==> src/rtl/pc_fetch_sequencer.sv <==
// Program-counter sequencer: fetches over imem req/ack and issues to decode over valid/ready.
// Latency: at least one FETCH cycle, then one cycle to ISSUE. A fetch with no ack for too long faults to EXC_VECTOR.
// Backpressure: instr/instr_pc are held in ISSUE until instr_ready; imem_addr is held until imem_ack.
module pc_fetch_sequencer #(
    parameter int             W            = 32,
    parameter logic [W-1:0]   RESET_VECTOR = '0,
    parameter logic [W-1:0]   EXC_VECTOR   = W'(32'h0000_0100),
    parameter int             MAX_WAIT     = 15
) (
    input  logic         clk,
    input  logic         reset_asynchronous_n,
    input  logic         enable,
    input  logic         halt_req,
    output logic         imem_req,
    output logic [W-1:0] imem_addr,
    input  logic         imem_ack,
    input  logic [W-1:0] imem_rdata,
    output logic         instr_valid,
    output logic [W-1:0] instr,
    output logic [W-1:0] instr_pc,
    input  logic         instr_ready,
    input  logic         branch_taken,
    input  logic [W-1:0] branch_target,
    input  logic         exception,
    output logic         fetch_fault,
    output logic [1:0]   state
);

    localparam logic [1:0] S_IDLE  = 2'd0;
    localparam logic [1:0] S_FETCH = 2'd1;
    localparam logic [1:0] S_ISSUE = 2'd2;
    localparam logic [1:0] S_HALT  = 2'd3;

    localparam logic [7:0] MAX_WAIT_C = 8'(MAX_WAIT);

    logic [1:0]   st;
    logic [W-1:0] pc;
    logic [7:0]   wait_cnt;
    logic [W-1:0] instr_q;
    logic [W-1:0] instr_pc_q;
    logic         fault_q;
    logic [W-1:0] retire_pc;

    // Branch targets are word-aligned; PC+4 wraps naturally at W bits.
    assign retire_pc = branch_taken ? {branch_target[W-1:2], 2'b00} : pc + W'(4);

    always_ff @(posedge clk or negedge reset_asynchronous_n) begin
        if (!reset_asynchronous_n) begin
            st         <= S_IDLE;
            pc         <= RESET_VECTOR;
            wait_cnt   <= '0;
            instr_q    <= '0;
            instr_pc_q <= '0;
            fault_q    <= 1'b0;
        end else begin
            case (st)
                S_IDLE: begin
                    if (enable) st <= S_FETCH;
                end
                S_FETCH: begin
                    // Exception outranks a same-cycle ack; ack outranks the timeout.
                    if (exception) begin
                        pc       <= EXC_VECTOR;
                        wait_cnt <= '0;
                    end else if (imem_ack) begin
                        instr_q    <= imem_rdata;
                        instr_pc_q <= pc;
                        wait_cnt   <= '0;
                        st         <= S_ISSUE;
                    end else if (wait_cnt == MAX_WAIT_C) begin
                        fault_q  <= 1'b1;
                        pc       <= EXC_VECTOR;
                        wait_cnt <= '0;
                    end else begin
                        wait_cnt <= wait_cnt + 8'd1;
                    end
                end
                S_ISSUE: begin
                    if (exception) begin
                        pc       <= EXC_VECTOR;
                        wait_cnt <= '0;
                        st       <= S_FETCH;
                    end else if (instr_ready) begin
                        pc <= retire_pc;
                        if (halt_req)     st <= S_HALT;
                        else if (!enable) st <= S_IDLE;
                        else              st <= S_FETCH;
                    end
                end
                S_HALT: begin
                    if (!halt_req) st <= enable ? S_FETCH : S_IDLE;
                end
                default: st <= S_IDLE;
            endcase
        end
    end

    assign state       = st;
    assign imem_req    = (st == S_FETCH);
    assign instr_valid = (st == S_ISSUE);
    assign imem_addr   = pc;
    assign instr       = instr_q;
    assign instr_pc    = instr_pc_q;
    assign fetch_fault = fault_q;

endmodule

==> config.mk <==
export PLATFORM = sky130hd
export DESIGN_NAME = pc_fetch_sequencer
export DESIGN_NICKNAME = d
export VERILOG_FILES = /design/src/rtl/pc_fetch_sequencer.sv
export SDC_FILE = /design/constraint.sdc
export NUM_CORES = 1
export LEC_CHECK = 0
export BUFFER_PORTS_ARGS = -buffer_cell sky130_fd_sc_hd__buf_2
export CORE_AREA = 8 8 129 131
export CTS_BUF_LIST = sky130_fd_sc_hd__clkbuf_4
export CTS_CLUSTER_SIZE = 30
export DETAILED_ROUTE_END_ITERATION = 8
export DIE_AREA = 0 0 137 139
export PLACE_DENSITY_LB_ADDON = 0.15
export REMOVE_ABC_BUFFERS = 1
export SYNTH_ARGS = -nofsm -noshare
export SYNTH_HDL_FRONTEND = slang
export SYNTH_SLANG_ARGS = --single-unit
==> constraint.sdc <==
create_clock -name clk -period 2.54 [get_ports clk]
set_input_delay 0.127 -clock clk [delete_from_list [all_inputs] [get_ports clk]]
set_output_delay 0.127 -clock clk [all_outputs]
set_load 0.01 [all_outputs]
Yosys cells after proc, flatten, opt, wreduce, memory -nomap -nowiden
Cells that the tools add are included.
W data, S select, Z words.
Operators by class
  equal/unequal tests: 12
  bitwise gates (word level): 2
  reductions and logical operators: 7
  mux-type cells: 21
  add/sub/neg operators: 2
Operator list (number)
  $mux W32: 6
  $pmux W32 S2: 1
  $add A32 B3 Y32 const B: 1
  $mux W8: 4
  $pmux W8 S2: 1
  $mux W2: 7
  $add A8 B1 Y8 const B: 1
  $eq A8 B4 Y1 const B: 1
  $pmux W2 S4: 1
  $reduce_and A4 Y1: 2
  $ne A2 B2 Y1 const B: 3
  $ne A3 B1 Y1 const B: 2
  $reduce_and A5 Y1: 1
  $eq A2 B2 Y1 const B: 2
  $ne A2 B1 Y1 const B: 2
  $ne A3 B2 Y1 const B: 1
  $reduce_and A3 Y1: 1
  $eq A2 B1 Y1 const B: 1
  $logic_not A2 Y1: 1
  $not A1 Y1: 2
  $reduce_and A2 Y1: 1
  $reduce_bool A2 Y1: 1
  $mux W1: 1
Word-level totals
  bits in registers: 107
  logic and storage cells: 50
  bits of input ports: 72
  output and inout port bits: 101

Depth between registers and ports, before layout
Gate-level depths: netlist (run 1).
  depth in word-level cells: 5
  mapped depth: 9
  depth with buffers taken out: 7

Least setup slack after synthesis (run 1)
No wires, ideal clock.
  path type: register -> register
  start point: register st[0], in the netlist state[0]
  end point: register pc[8], in the netlist imem_addr[8]
  data required time: 2398 ps
  slack: 344 ps
  cell stages (with the launch flop): 10
  period minus slack after synthesis: 2196 ps
  library setup time: 142 ps
  path buffers: 2
  arrival: 2054 ps
  path through: dfrtp_1 -> inv_1 -> ha_1 -> buf_2 -> nand4b_1 -> nor3b_1 -> nand2_1 -> clkbuf_1 -> o21ai_0 -> a22oi_1
On the way
  cells in the longest elaborated chain, start to end: 3
  elaborated cells between the ends (all ways): 8
  those cells by class: eq/ne (5); mux (1); reduce/logical (2)
Ends and longest elaborated chain
  start: declaration: line 36  | logic [1:0] st;
  start signal: assignment: line 91  | if (!halt_req) st <= enable ? S_FETCH : S_IDLE;
  $eq A2 B2 Y1 (*)
  net instr_valid: line 18  | output logic instr_valid,
  $ne A3 B1 Y1 (no line) / $reduce_bool A2 Y1 (equally long branches)
  $reduce_and A4 Y1 (no line)
  end signal: assignment: line 84  | pc <= retire_pc;
  end: declaration: line 37  | logic [W-1:0] pc;
The timed path passes the listed nets; every way through them passes the cells marked *.
A chain may end at the register's enable or synchronous reset.

Worst setup path after layout (run 1)
  start point: register pc[2], in the netlist imem_addr[2]
  end point: register pc[24], in the netlist imem_addr[24]
On the way
  cells in the longest elaborated chain, start to end: 5
Ends and longest elaborated chain
  $add A32 B3 Y32: line 45  | assign retire_pc = branch_taken ? {branch_target[W-1:2], 2'b00} : pc + W'(4);
  $mux W32: line 45
  $mux W32: line 83  | end else if (instr_ready) begin
  $mux W32: line 79  | if (exception) begin
  $pmux W32 S2: line 56  | case (st)
No other way between the ends. The select of a mux whose other input is x is not followed.

==> impl_metrics.yaml, run 1 <==
outcome:
  outcome: "finished clean"
power:
  p_per_area_nw_per_um2: 782.2
  power_w: 0.005371
  p_leak_nw: 3.335
  ir_worst_vdd_mv: 0.4813
yosys:
  synth_warnings: 0
  syn_area_um2: 5000
  synth_area_leader_cell: "dfrtp_1"
  synthArstFlopShare_pct: 100.0
  synthCells: 464
  synth-seq-cells: 103
  synthTopCellsByArea: "dfrtp_1 52%, mux2_2 12%, o21ai_0 4.2%"
  synth-edff-count: 0
  syn_area_per_cell_um2: 10.78
  ys.flop_type: "dfrtp_1"
  ys_seq_area_share_pct: 51.55
  synth_top_area_share_pct: 51.55
  ys_types: 51
min_path:
  min_path_type: "in2reg"
clocking:
  clock-sinks: 103
  cts_tree: "yes"
  clkLatencyLatePin_ns: 0.48
  htreeDepth: 3
  cts_made_buffers: 9
  ctsResizeCount: 0
  clk_pin_slew_ns: 0.16
  post_cts_buffers: 0
  cts_root_buf: "clkbuf_4"
  ctsHoldBuffers: 65
  clock_path_buffers: 2
timing:
  fin_worst_skew_ns: 0.02373
  setup_slack_ns: 0.2664
  max_freq_ghz: 0.4398
  max_slew.worst_pin.slew_ns: 0.6507
  slew_violations: 0
  fin_crit_sh_pct: 89.51
  rsz0062_at_grt: "false"
  post-route-min-period_ns: 2.274
  report.final.setup_viol: 0
  hold_viol_final: 0
  relSlewSlack_pct: 56.62
die:
  fp-row-count: 45
  dieHeight_um: 139
  boundaryPins: 173
  fp.dieArea_um2: 19040
  core_area_um2: 14750
  die_w_um: 137
  start_util_pct: 33.89
worst_setup_path:
  cp_num_buf_inv: 0
  slowest_delay_ns: 0.56
  cp_max_fo: 8
  crit_slowest_cell: "or3_1"
  path_class: "reg2reg"
  path_cells: "ha_1 > nand3_1 > or3_1 > nor4_1 > o21ai_0 > a22o_1"
  crit_family: "simple AND/OR/NAND/NOR gates"
  cp-end-kind: "flip-flop"
  crit_arrival_ns: 2.65
  worstPathRequired_ns: 2.92
  r2r_slack_ns: 0.27
  start_kind: "flip-flop"
flow_run:
  maxCapViolCount: 0
place:
  gp_congestion: 0.7411
  placed_cell_area_um2: 6090
  placed_cells: 805
  io_buffers: 166
  post-place-ws_ns: 0.2862
  hpwl_mm: 10.52
layout:
  fin_nets: 771
  areaGrowthSynthToFinish_pct: 37.34
  layout.cells.non_filler: 886
  drive_gt1_share_pct: 36.68
  nFillCells: 1425
  final_cell_area_um2: 6867
  multi_input_area_um2: 2252
  seq_area_um2: 2577
  antenna_cells: 0
drt:
  antenna_left: 0
  drtPass1Iterations: 5
  wl_per_cell_um: 16.76
  drc_errors: 0
  viasPerCell: 5.120
  drt_iter0_drc: 282
  wirelength_mm: 14.85
  num_vias: 4536
global_routing:
  grt_max_degree: 58
  grt_pass1_wl_mm: 23.63
  antenna_found_initial: 0
  grt_pass1_vias: 4556
  grt-ovfl-total: 0
  grt_use_total_pct: 15.48
## power breakdown
part / internal [W] / switching [W]
sequential: 0.00206 / 0.000282
clock: 0.000300 / 0.000543
combinational: 0.00102 / 0.00117
total: 0.00338 / 0.00199
## placed cells by master (no fill, tap or decap), types with 3 or more instances in the layout
cell type / synthesis / final
nor2b_1: 3 / 3
nor4_1: 13 / 13
nand2_1: 28 / 27
o21ai_0: 42 / 42
buf_4: 4 / 12
a21oi_1: 22 / 22
and3_1: 7 / 7
mux2i_1: 3 / 3
a22o_1: 14 / 14
dfrtp_1: 103 / 103
nor3_1: 14 / 14
clkbuf_4: 0 / 10
ha_1: 6 / 6
a22oi_1: 8 / 8
mux2_2: 55 / 55
nand3_1: 15 / 15
nand4_1: 6 / 6
nor2_1: 27 / 27
buf_2: 3 / 165
or3_1: 3 / 3
buf_12: 0 / 3
dlygate4sd3_1: 0 / 65
clkinv_1: 0 / 3
conb_1: 1 / 4
o2bb2ai_1: 17 / 17
nand2b_1: 4 / 4
inv_1: 13 / 13
## stage by stage
step                setup TNS [ns]  util [%]  hold WS (ns)
floorplan                   -22.59         -       -0.1686
global placement                 0     41.28        0.1963
detailed placement               0     41.28        0.1984
CTS                              0     46.55       0.02750
global route                     0     46.55       0.06852
finish                           0     46.55       0.06170
## cells in the mapped netlist, types with 2 or more instances
library cell	n
clkbuf_1	13
buf_4	4
nor3_1	14
a21o_1	2
inv_1	13
ha_1	6
mux2_2	55
o21ai_0	42
nor2b_1	3
nand3_1	15
nor2_1	27
or4_1	2
buf_1	8
and4_1	2
nor4b_1	2
nand2b_1	4
a22o_1	14
dfrtp_1	103
a22oi_1	8
mux2i_1	3
nand4_1	6
buf_2	3
nor4_1	13
nand2_1	28
or3_1	3
and3_1	7
a21oi_1	22
o31ai_1	2
o22ai_1	2
o2bb2ai_1	17
## area by class of cell
class                      count  share of cell area, %
sequential                   103                  37.54
inverter                      13                 0.7106
multi-input combinational    321                  32.80
clock buffer                  10                  1.093
clock inverter                 6                 0.7471
tap                          188                  3.426
timing repair buffer         245                  23.69
## routing by layer
metal / global-route usage [%] / wire length [µm] / up-vias
li1: - / - / 2163
met1: 20.42 / 6580 / 2211
met2: 24.28 / 6870 / 149
met3: 3.659 / 1220 / 13
met4: 5.092 / 174 / 0
met5: 0 / 0 / -
## logic make-up after synthesis
logic type	count (synthesis)	synth area share (%)
DFF	103	51.55
xor gates and xnor gates	1	0.1752
and+or+nand+nor	135	14.67
muxes	58	12.99
adders and majority gates	6	1.501
AOI/OAI and AO/OA	117	15.27
other	1	0.07500
buffers and inverters	43	3.779
## state kept, by name (all words and copies together) (netlist names)
register     cells
fetch_fault      1
imem_addr       30
instr_pc        30
wait_cnt         8
state            2
instr           32
## tightest hold or removal path, delay by kind of cell
family	cells	cell delay [ns]
buf+inv	1	0.10
simple gates	2	0.14
compound gates	2	0.15
## path summary, 6_finish.rpt
path | startpoint | end | cells past startpoint
hold reg to reg | fetch_fault | fetch_fault | 1
setup reg to reg | imem_addr[2] | imem_addr[24] | 6
max in group asynchronous | reset_asynchronous_n | instr[25] | 3
setup / recovery | imem_addr[2] | imem_addr[24] | 6
min in group asynchronous | reset_asynchronous_n | instr_pc[30] | 2
hold / removal | enable | state[0] | 5
No activity file was read; power rests on OpenSTA's default activity.
==> inputs of run 2 (changes only) <==
BUFFER_PORTS_ARGS = unset   (was -buffer_cell sky130_fd_sc_hd__buf_2)
DONT_BUFFER_PORTS = 1   (was unset)
==> impl_metrics.yaml, run 2 (synthesis results as in run 1) <==
global_routing:
  grt_use_total_pct: 15.39
  grt_max_degree: 104
  grt-ovfl-total: 0
  antenna_found_initial: 0
  grt_pass1_wl_mm: 23.32
  grt_pass1_vias: 4273
timing:
  fin_crit_sh_pct: 95.42
  relSlewSlack_pct: 56.28
  post-route-min-period_ns: 2.424
  hold_viol_final: 0
  fin_worst_skew_ns: 0.02462
  report.final.setup_viol: 0
  max_slew.worst_pin.slew_ns: 0.6537
  slew_violations: 0
  max_freq_ghz: 0.4126
  rsz0062_at_grt: "true"
layout:
  areaGrowthSynthToFinish_pct: 27.38
  layout.cells.non_filler: 754
  drive_gt1_share_pct: 19.79
  largest_register_ff_count: 32
  fin_nets: 639
  final_cell_area_um2: 6369
  antenna_cells: 0
  final_cell_mix: "96 x dfrtp_1, 90 x dlygate4sd3_1, 55 x mux2_2, 42 x o21ai_0"
  layout_commonest_cell: "dfrtp_1"
worst_setup_path:
  crit_family: "simple AND/OR/NAND/NOR gates"
  crit_slowest_cell: "dlygate4sd3_1"
  start_kind: "flip-flop"
  cp-end-kind: "flip-flop"
  path_cells: "ha_1 > nand3_2 > or3_1 > nor4_1 > a21oi_1 > dlygate4sd3_1 > o2bb2ai_1"
  slowest_delay_ns: 0.56
  crit_arrival_ns: 2.84
  cp_max_fo: 8
  r2r_slack_ns: 0.12
  path_class: "reg2reg"
  cp_num_buf_inv: 1
  worstPathRequired_ns: 2.95
min_path:
  min_path_type: "in2reg"
clocking:
  clkLatencyLatePin_ns: 0.49
  cts_root_buf: "clkbuf_4"
  cts_made_buffers: 9
  htreeDepth: 3
  clock_path_buffers: 2
  clock-sinks: 103
  cts_tree: "yes"
  clk_pin_slew_ns: 0.16
power:
  p_leak_nw: 2.695
  ir_worst_vdd_mv: 0.5039
  power_w: 0.004934
  p_per_area_nw_per_um2: 774.7
drt:
  wirelength_mm: 14.78
  num_vias: 4101
  drc_errors: 0
  wl_per_cell_um: 19.61
  viasPerCell: 5.439
  drt_iter0_drc: 240
  drtPass1Iterations: 4
  antenna_left: 0
die:
  boundaryPins: 173
  start_util_pct: 33.89
  fp-row-count: 45
  core_area_um2: 14750
  dieHeight_um: 139
  die_w_um: 137
  fp.dieArea_um2: 19040
place:
  placed_cell_area_um2: 5274
  io_buffers: 0
  placed_cells: 643
  hpwl_mm: 9.640
  gp_congestion: 0.7807
outcome:
  outcome: "finished clean"
flow_run:
  maxCapViolCount: 0
-- run 2: layout make-up --
type | count | area, µm²
inverters | 13 | 48.80
well taps | 188 | 235.2
flip-flops and latches | 103 | 2586
clock inverters | 5 | 25.02
multi-input cells | 321 | 2272
fillers | 1439 | 8383
clock buffers | 11 | 82.58
repair buffers | 113 | 1119
-- run 2: final timing paths --
kind,from,end,depth (start not counted)
max,imem_addr[3],imem_addr[20],7
max in group asynchronous,reset_asynchronous_n,imem_addr[10],2
min in group asynchronous,reset_asynchronous_n,imem_addr[14],2
min,branch_taken,imem_addr[22],3
min reg2reg,wait_cnt[7],wait_cnt[7],1
max reg2reg,imem_addr[3],imem_addr[20],7
-- run 2: metrics by stage --
step	utilization, %	setup WS, ns	TNS, ns	hold WS (ns)
after floorplan	-	-0.3857	-22.59	-0.1686
after global placement	35.75	0.3099	0	-0.1655
after detailed placement	35.75	0.2656	0	-0.1654
after CTS	42.77	0.04396	0	0.01757
after global routing	43.17	-0.01518	-0.03410	0.03621
final	43.17	0.1164	0	0.06632
-- run 2: timing repair --
| item | CTS | global route |
|---|---|---|
| buffers inserted | 0 | 4 |
| hold endpoints to repair | 179 | 0 |
| setup endpoints to repair | 0 | 8 |
| hold buffers | 91 | 0 |
| gates resized for setup | 0 | 12 |
-- run 2: layer usage --
| metal | part of all wire (%) | global-route usage (%) |
|---|---|---|
| met1 | 41 | 18.52 |
| met5 | 0 | 0 |
| met3 | 9.7 | 5.254 |
| met2 | 47 | 24.72 |
| met4 | 1.3 | 5.721 |
-- run 2: worst reg2reg max path, cell delays in order, from the launching register on --
cell,delay (ns)
dfrtp_1,0.39
ha_1,0.23
nand3_2,0.14
or3_1,0.55
nor4_1,0.28
a21oi_1,0.06
dlygate4sd3_1,0.57
o2bb2ai_1,0.14
-- run 2: where the power goes --
| part | internal (W) | total, W | switching [W] |
|---|---|---|---|
| clock network | 0.000215 | 0.000761 | 0.000546 |
| logic | 0.000751 | 0.00154 | 0.000786 |
| registers | 0.00207 | 0.00264 | 0.000571 |
==> inputs of run 3 (changes only) <==
CORE_AREA = 8 8 121 123   (was 8 8 129 131)
DIE_AREA = 0 0 129 131   (was 0 0 137 139)
PLACE_DENSITY_LB_ADDON = 0.25   (was 0.15)
==> impl_metrics.yaml, run 3 (synthesis results as in run 1) <==
timing:
  relSlewSlack_pct: 52.65
  hold_viol_final: 0
  fin_crit_sh_pct: 96.49
  fin_worst_skew_ns: 0.02904
  max_slew.worst_pin.slew_ns: 0.7079
  setup_slack_ns: 0.08924
  post-route-min-period_ns: 2.451
  rsz0062_at_grt: "false"
  max_freq_ghz: 0.4080
  report.final.setup_viol: 0
  slew_violations: 0
clocking:
  clock_path_buffers: 2
  htreeDepth: 3
  clk_pin_slew_ns: 0.17
  cts_made_buffers: 9
  clkLatencyLatePin_ns: 0.49
  clock-sinks: 103
  cts_root_buf: "clkbuf_4"
  cts_tree: "yes"
place:
  hpwl_mm: 9.176
  gp_congestion: 0.7461
  io_buffers: 0
  post-place-ws_ns: 0.2757
min_path:
  min_path_type: "in2reg"
power:
  power_w: 0.005027
  seq_power_share_pct: 52.6
  ir_worst_vdd_mv: 0.7534
  internal_power_w: 0.003125
  switching_power_w: 0.001901
  p_leak_nw: 2.695
  p_per_area_nw_per_um2: 793.3
  combPwrFrac_pct: 30.7
  clkPwrFrac_pct: 16.7
  swShare_pct: 37.83
worst_setup_path:
  crit_slowest_cell: "or4_4"
  start_kind: "flip-flop"
  worstPathRequired_ns: 2.93
  cp-end-kind: "flip-flop"
  crit_arrival_ns: 2.85
  path_cells: "nand4_4 > or4_4 > nor2_1 > a22oi_1 > dlygate4sd3_1 > o2bb2ai_1"
  cp_max_fo: 8
  slowest_delay_ns: 0.65
  cp_num_buf_inv: 1
  path_class: "reg2reg"
  crit_family: "simple AND/OR/NAND/NOR gates"
layout:
  final_cell_mix: "100 x dfrtp_1, 91 x dlygate4sd3_1, 55 x mux2_2, 42 x o21ai_0"
  fin_nets: 635
  drive_gt1_share_pct: 17.79
  largest_register_ff_count: 32
  utilization_pct: 49.21
  layout_commonest_cell: "dfrtp_1"
  areaGrowthSynthToFinish_pct: 26.73
die:
  fp-row-count: 42
  core_area_um2: 12870
  boundaryPins: 173
  dieHeight_um: 131
  die_w_um: 129
  fp.dieArea_um2: 16900
  start_util_pct: 38.83
global_routing:
  grt-ovfl-total: 0
  grt_pass1_vias: 4188
  antenna_found_initial: 1
  grt_max_degree: 104
  grt_use_total_pct: 17.04
  grt_pass1_wl_mm: 22.34
outcome:
  outcome: "finished clean"
drt:
  drt_iter0_drc: 178
  num_vias: 4092
  wl_per_cell_um: 19.32
  drtPass1Iterations: 4
  drc_errors: 0
  viasPerCell: 5.537
  wirelength_mm: 14.28
  antenna_left: 0
flow_run:
  maxCapViolCount: 0
run 3: metrics by stage:
step,hold slack [ns],instances,setup TNS (ns),cell area (µm²)
floorplan,-0.1686,437,-22.59,4871
global placement,-0.1654,629,0,5244
detailed placement,-0.1649,629,0,5244
CTS,0.02030,737,0,6309
global route,0.03408,739,0,6336
finish,0.07039,739,0,6336
run 3: metal layers:
metal  global-route usage [%]  share of wire, %  vias to the layer above
met4                    7.187               1.6                        0
li1                         -                 -                     1897
met3                    5.317               8.5                       16
met1                    20.13                40                     2038
met2                    28.23                49                      141
met5                        0                 0                        -
run 3: repair_timing:
item / CTS / global route
endpoints found under the hold margin: 174 / 0
resized for setup: 0 / 6
hold buffers: 92 / 0
setup endpoints to repair: 0 / 7
buffers inserted: 0 / 1
run 3: worst paths after layout:
check	cells past startpoint	slack [ns]	startpoint	endpoint
setup / recovery	6	0.09	imem_addr[7]	imem_addr[17]
hold / removal	3	0.07	instr_ready	state[0]
setup reg to reg	6	0.09	imem_addr[7]	imem_addr[17]
hold reg to reg	1	0.50	wait_cnt[7]	wait_cnt[7]
max in group asynchronous	2	1.83	reset_asynchronous_n	instr[20]
min in group asynchronous	2	0.27	reset_asynchronous_n	imem_addr[16]
run 3: worst register-to-register path, cell delays in order (launching register included):
cell           delay [ns]
dfrtp_1              0.59
nand4_4              0.19
or4_4                0.65
nor2_1               0.15
a22oi_1              0.08
dlygate4sd3_1        0.57
o2bb2ai_1            0.12
run 3: power by group through the flow:
| stage | sequential, W | combinational [W] | clock, W |
|---|---|---|---|
| finish | 0.00264 | 0.00154 | 0.000839 |
| floorplan | 0.00255 | 0.000969 | 0 |
| detailed placement | 0.00269 | 0.00135 | 0 |
| global route | 0.00271 | 0.00171 | 0.000935 |
| CTS | 0.00265 | 0.00154 | 0.000878 |
| global placement | 0.00267 | 0.00131 | 0 |
run 3: cell type report:
type	instances	area, µm²
tap	176	220.2
multi-input combinational	321	2266
fill	1185	6539
antenna	1	2.502
inverter	13	48.80
timing repair buffer	109	1091
clock inverter	6	51.30
clock buffer	10	75.07
sequential	103	2581
